File: src/rtl/mmp_iddmm_arb.sv
// mmp_iddmm_arb: two-requester round-robin front end for one IDDMM multiplier.
// The granted requester loads operands through a combinational mux, starts a
// task, and receives the result stream back one register stage later.
// Optional build macro MMP_IDDMM_ARB_TIMEOUT_EN adds a 12-bit RUN watchdog and
// a sticky err output.
module mmp_iddmm_arb #(
    parameter int K      = 128,
    parameter int N      = 16,
    parameter int ADDR_W = $clog2(N)
) (
    input  logic                clk,
    input  logic                rst_n,
    input  logic [1:0]          req,
    output logic [1:0]          gnt,
    input  logic [1:0]          start,
    input  logic [5:0]          ld_ena,
    input  logic [2*ADDR_W-1:0] ld_addr,
    input  logic [2*K-1:0]      ld_x,
    input  logic [2*K-1:0]      ld_y,
    input  logic [2*K-1:0]      ld_m,
    input  logic [2*K-1:0]      ld_m1,
    output logic [2:0]          mm_wr_ena,
    output logic [ADDR_W-1:0]   mm_wr_addr,
    output logic [K-1:0]        mm_wr_x,
    output logic [K-1:0]        mm_wr_y,
    output logic [K-1:0]        mm_wr_m,
    output logic [K-1:0]        mm_wr_m1,
    output logic                mm_task_req,
    input  logic                mm_task_end,
    input  logic                mm_task_grant,
    input  logic [K-1:0]        mm_task_res,
    output logic [1:0]          res_val,
    output logic [1:0]          res_last,
    output logic [K-1:0]        res_data,
`ifdef MMP_IDDMM_ARB_TIMEOUT_EN
    output logic                err,
`endif
    output logic                busy
);

    typedef enum logic [1:0] {S_IDLE, S_LOAD, S_RUN, S_DONE} state_t;

    state_t     r_state, w_state_nxt;
    logic [1:0] r_gnt, w_gnt_nxt;
    logic       r_ptr, w_ptr_nxt;       // index of the requester served last
    logic       r_task_req, w_task_req_nxt;
    logic [1:0] r_res_val, r_res_last;
    logic [K-1:0] r_res_data;

    logic w_g;          // index of the granted requester
    logic w_req_g;
    logic w_start_g;
    logic w_in_load;
    logic w_in_run;

`ifdef MMP_IDDMM_ARB_TIMEOUT_EN
    logic [11:0] r_wdog, w_wdog_nxt, w_wdog_inc;
    logic        r_err, w_err_nxt;
`endif

    assign w_g       = r_gnt[1];
    assign w_req_g   = w_g ? req[1]   : req[0];
    assign w_start_g = w_g ? start[1] : start[0];
    assign w_in_load = (r_state == S_LOAD);
    assign w_in_run  = (r_state == S_RUN);

    // State, grant, round-robin pointer and task-start pulse registers
    always_ff @(posedge clk or negedge rst_n) begin
        if (!rst_n) begin
            r_state    <= S_IDLE;
            r_gnt      <= 2'b00;
            r_ptr      <= 1'b1;     // "last served = 1" lets requester 0 win the first tie
            r_task_req <= 1'b0;
        end else begin
            // NOTE: non-blocking assignments here so every register samples pre-edge values.
            r_state    <= w_state_nxt;
            r_gnt      <= w_gnt_nxt;
            r_ptr      <= w_ptr_nxt;
            r_task_req <= w_task_req_nxt;
        end
    end

    // Next-state logic: arbitration, load/start, run completion, done cleanup
    always_comb begin
        // NOTE: every output of this block gets a default first so no latch is inferred.
        w_state_nxt    = r_state;
        w_gnt_nxt      = r_gnt;
        w_ptr_nxt      = r_ptr;
        w_task_req_nxt = 1'b0;
`ifdef MMP_IDDMM_ARB_TIMEOUT_EN
        w_wdog_inc = r_wdog + 12'd1;
        w_wdog_nxt = r_wdog;
        w_err_nxt  = r_err;
`endif
        case (r_state)
            S_IDLE: begin
                if (req != 2'b00) begin
                    w_state_nxt = S_LOAD;
                    if (req == 2'b11) w_gnt_nxt = r_ptr ? 2'b01 : 2'b10;
                    else              w_gnt_nxt = req;
`ifdef MMP_IDDMM_ARB_TIMEOUT_EN
                    w_err_nxt = 1'b0;
`endif
                end
            end
            S_LOAD: begin
                if (w_start_g) begin
                    w_state_nxt    = S_RUN;
                    w_task_req_nxt = 1'b1;
`ifdef MMP_IDDMM_ARB_TIMEOUT_EN
                    w_wdog_nxt = 12'd0;
`endif
                end else if (!w_req_g) begin
                    // Abandoned load: back to IDLE, pointer untouched
                    w_state_nxt = S_IDLE;
                    w_gnt_nxt   = 2'b00;
                end
            end
            S_RUN: begin
                if (mm_task_end) begin
                    w_state_nxt = S_DONE;
                end
`ifdef MMP_IDDMM_ARB_TIMEOUT_EN
                else if (w_wdog_inc == 12'hFFF) begin
                    w_state_nxt = S_DONE;
                    w_err_nxt   = 1'b1;
                    w_wdog_nxt  = w_wdog_inc;
                end else begin
                    w_wdog_nxt = w_wdog_inc;
                end
`endif
            end
            S_DONE: begin
                w_state_nxt = S_IDLE;
                w_gnt_nxt   = 2'b00;
                w_ptr_nxt   = w_g;
            end
            default: begin
                w_state_nxt = S_IDLE;
                w_gnt_nxt   = 2'b00;
            end
        endcase
    end

`ifdef MMP_IDDMM_ARB_TIMEOUT_EN
    // Watchdog counter and sticky error flag
    always_ff @(posedge clk or negedge rst_n) begin
        if (!rst_n) begin
            r_wdog <= 12'd0;
            r_err  <= 1'b0;
        end else begin
            r_wdog <= w_wdog_nxt;
            r_err  <= w_err_nxt;
        end
    end

    assign err = r_err;
`endif

    // Load mux: only the granted requester reaches the multiplier, only in LOAD
    always_comb begin
        mm_wr_ena  = 3'b000;
        mm_wr_addr = '0;
        mm_wr_x    = '0;
        mm_wr_y    = '0;
        mm_wr_m    = '0;
        mm_wr_m1   = '0;
        if (w_in_load) begin
            mm_wr_ena  = w_g ? ld_ena[5:3]                  : ld_ena[2:0];
            mm_wr_addr = w_g ? ld_addr[2*ADDR_W-1:ADDR_W]   : ld_addr[ADDR_W-1:0];
            mm_wr_x    = w_g ? ld_x[2*K-1:K]                : ld_x[K-1:0];
            mm_wr_y    = w_g ? ld_y[2*K-1:K]                : ld_y[K-1:0];
            mm_wr_m    = w_g ? ld_m[2*K-1:K]                : ld_m[K-1:0];
            mm_wr_m1   = w_g ? ld_m1[2*K-1:K]               : ld_m1[K-1:0];
        end
    end

    // Result stage: multiplier outputs steered to the granted requester, RUN only
    always_ff @(posedge clk or negedge rst_n) begin
        if (!rst_n) begin
            r_res_val  <= 2'b00;
            r_res_last <= 2'b00;
            r_res_data <= '0;
        end else if (w_in_run) begin
            r_res_val  <= r_gnt & {2{mm_task_grant}};
            r_res_last <= r_gnt & {2{mm_task_end}};
            r_res_data <= mm_task_res;
        end else begin
            r_res_val  <= 2'b00;
            r_res_last <= 2'b00;
            r_res_data <= '0;
        end
    end

    assign gnt         = r_gnt;
    assign mm_task_req = r_task_req;
    assign res_val     = r_res_val;
    assign res_last    = r_res_last;
    assign res_data    = r_res_data;
    assign busy        = (r_state != S_IDLE);

endmodule

File: config.mk
export PLATFORM = sky130hd
export DESIGN_NAME = mmp_iddmm_arb
export DESIGN_NICKNAME = d
export VERILOG_FILES = /design/src/rtl/mmp_iddmm_arb.sv
export SDC_FILE = /design/constraint.sdc
export NUM_CORES = 1
export LEC_CHECK = 0
export BUFFER_PORTS_ARGS = -buffer_cell sky130_fd_sc_hd__buf_4
export CAP_MARGIN = 20
export CORE_AREA = 2 2 710 712
export DETAILED_ROUTE_END_ITERATION = 8
export DIE_AREA = 0 0 712 714
export PLACE_DENSITY = 0.3
export SYNTH_ARGS = -nofsm -noshare
export SYNTH_HDL_FRONTEND = slang
export SYNTH_SLANG_ARGS = --single-unit
File: constraint.sdc
create_clock -name clk -period 1.59 [get_ports clk]
set_input_delay 0 -clock clk [delete_from_list [all_inputs] [get_ports clk]]
set_output_delay 0 -clock clk [all_outputs]
set_load 0.01 [all_outputs]
==> impl_metrics.toml <==
[critical_path]
criticalPathCategory = "flip-flop to primary output"
worst_path_dominant_cell_family = "buffers and inverters"
worstSetupEndpointType = "primary output"
worst_path_largest_cell_delay_ps = 520
cp.buffers_inverters = 5
critical_path.max_fanout = 7
timing.critical_path.cells = "buf_12, buf_12, buf_16, buf_16, mux2i_4, nor2_1, buf_4"
cp.required_ps = 1590
critical-path-slowest-cell = "sky130_fd_sc_hd__dfrtp_4"
cp.arrival_ps = 2590
cp-start-kind = "flip-flop"

[clocking]
cts_h_tree_depth = 4
clk_transition_reported_paths_ps = 110
cts-root-to-sink-buffers = 3
tritoncts = "done"
clock_sinks = 138
clk_latency_ps = 550
numCtsBuffers = 25
root_buffer = "sky130_fd_sc_hd__clkbuf_16"

[grt]
grtUsageTotal = 0.140
number_of_antenna_violations_at_the_first_check_in_global_routing = 110
first_global_vias = 22600
grt_start_max_net_pins = 54
grt_remaining_overflow = 0
grt_first_pass_wirelength_um = 423000

[synthesis]
synth-edff-count = 0
netlist.top_cell.by_area = "sky130_fd_sc_hd__mux2i_1"
postSynthRegisterBits = 138
synth_area_leaders = "sky130_fd_sc_hd__mux2i_1, sky130_fd_sc_hd__dfrtp_1, sky130_fd_sc_hd__nor2_1"
postSynth.topFlopCell = "sky130_fd_sc_hd__dfrtp_1"
async_flop_share = 1.00
syn_avg_cell_area_um2 = 8.81
synthCells = 1467
synth_top_area_share = 0.403
yosys_warnings = 0
synth.net_count = 2641
ys_types = 28
mappedNetlistArea_um2 = 12900
sequential_share_of_the_synthesized_area = 0.267

[place]
placedInstanceArea_um2 = 37300
port-buffer-count = 1828
dp_worst_setup_slack_ps = -1170
gp_congestion = 0.937
hpwlAfterDp_um = 351000

[timing]
min_period_over_period = 1.63
setup_viol = 638
finalWorstSetupSlack_ps = -1000
min_period_ps = 2590
tightest_slew_ps = 822
fmaxAchievable_ghz = 0.386
rsz_0062_raised_after_global_routing = "yes"
timing_max_transition_violations_final = 0
whs_ps = 114
fin_skew_ps = 43.6
slew_hr = 0.440
report.final.hold_viol_count = 0

[drt]
antenna_violating_nets_post_route = 0
via_per_inst = 2.01
dr.first_iter.drc_count = 981
dr_total_vias = 20900
drt_pre_antenna_iters = 4
drc = 0
routed_wirelength_um = 372000
wl_per_cell_um = 35.8

[min_path]
hold_path_class = "primary input to async pin"

[floorplan]
placeable_area_um2 = 500000
die_w_um = 712
boundaryPins = 1829
initial_utilization = 0.0258
std_cell_rows = 260
die_height_um = 714
die_area_um2 = 508000

[power]
vdd.ir_drop.worst_mv = 0.541
power.static_leakage_uw = 0.0179
power.density_cell_area_nw_per_um2 = 1680
post-layout-total-power_uw = 72700

[run_status]
run_status = "complete, but fails checks"
violations = "setup timing"

[layout]
synthToLayoutAreaGrowth_pct = 234
fillerInstances = 58800
post-route-cell-area_um2 = 43200
number_of_nets_in_the_layout = 4842
post_route_cells_drive_above_1_share = 0.686

[flow_run]
max_cap_viol_count = 0
[cells in the final DEF (no fill, tap or decap), types with 66 or more instances in the layout]
cell type / Yosys / routed
sky130_fd_sc_hd__nor2_1: 525 / 403
sky130_fd_sc_hd__buf_6: 8 / 84
sky130_fd_sc_hd__mux2i_1: 520 / 330
sky130_fd_sc_hd__dlygate4sd3_1: 0 / 136
sky130_fd_sc_hd__and2_1: 128 / 128
sky130_fd_sc_hd__nor2_2: 0 / 66
sky130_fd_sc_hd__mux2i_2: 0 / 71
sky130_fd_sc_hd__buf_12: 14 / 134
sky130_fd_sc_hd__buf_4: 10 / 1920
sky130_fd_sc_hd__mux2i_4: 0 / 119
sky130_fd_sc_hd__dfrtp_1: 137 / 136
[worst paths after layout]
path,from,endpoint,slack (ps),cells past startpoint
worst max-delay path,gnt[1],mm_wr_m[57],-1000,7
worst min-delay path,rst_n,res_last[0],110,3
worst max register to register,gnt[1],flip-flop,-240,8
worst min register to register,r_ptr,r_ptr,470,2
max in group asynchronous,rst_n,res_data[120],1060,3
min in group clk,mm_task_res[97],res_data[97],200,3
[cell type report]
cell class	count	area, um2	share of cell area
flip-flops and latches	138	3460	0.0801
diodes	26	65.1	0.00151
clock inverters	4	45.0	0.00104
multi-input cells	1194	10500	0.242
repair buffers	2305	20100	0.465
clock buffers	29	671	0.0155
well taps	6681	8360	0.194
inverters	4	15.0	0.000348
[cells by family after synthesis]
| kind of cell | Yosys count | share of synthesized area |
|---|---|---|
| and+or+nand+nor | 667 | 0.221 |
| muxes | 520 | 0.403 |
| DFF | 138 | 0.267 |
| buffers and inverters | 135 | 0.105 |
| AOI/OAI and AO/OA | 7 | 0.00407 |
[per-layer routing]
layer | vias to the layer above | wire (um) | track usage | share of wire
li1 | 9313 | - | - | -
met1 | 10100 | 143000 | 0.156 | 0.38
met2 | 1160 | 167000 | 0.226 | 0.45
met3 | 256 | 55400 | 0.0954 | 0.15
met4 | 64 | 6100 | 0.0165 | 0.016
met5 | - | 400 | 0 | 0.0011
[synthesized netlist by cell type (all sizes together), types with 2 or more instances]
library cell    n
and2          128
and3            4
buf           111
clkbuf         20
dfrtp         137
inv             4
mux2i         520
nand2           4
nor2          525
o21ai           2
[repair_timing]
action / 4_1_cts / 5_1_grt
setup endpoints to repair: 639 / 640
endpoints found under the hold margin: 275 / 0
setup buffers: 29 / 24
pin swaps: 14 / 26
cloned: 6 / 6
hold buffers: 137 / 0
resized for setup: 345 / 338
[worst reg2reg max path, delay by kind of cell (launching register included)]
| kind | cells | cell delay [ps] |
|---|---|---|
| simple gates | 2 | 280 |
| mux | 1 | 160 |
| flops | 1 | 560 |
| buf+inv | 5 | 720 |
[registers in the layout, summed over array words and instances, names as in the netlist, named ones only]
register,flops
res_data,128
r_state,1
gnt,2
r_ptr,1
res_last,2
res_val,2
mm_task_req,1
[metrics by stage]
| step | cells | setup TNS, ps | utilization |
|---|---|---|---|
| finish | 10400 | -423270 | 0.0863 |
| global route | 10400 | -504440 | 0.0862 |
| CTS | 10300 | -505450 | 0.0829 |
| detailed placement | 10100 | -157660 | 0.0746 |
| global placement | 10100 | -160140 | 0.0745 |
| floorplan | 1467 | 0 | - |
[power by group]
group          total [uW]  internal [uW]  leakage (uW)  switching, uW
logic               62400          24200        0.0157          38200
registers            4700           4240       0.00187            459
clock network        5640           3130      0.000357           2500
No activity file was read; power rests on OpenSTA's default activity.
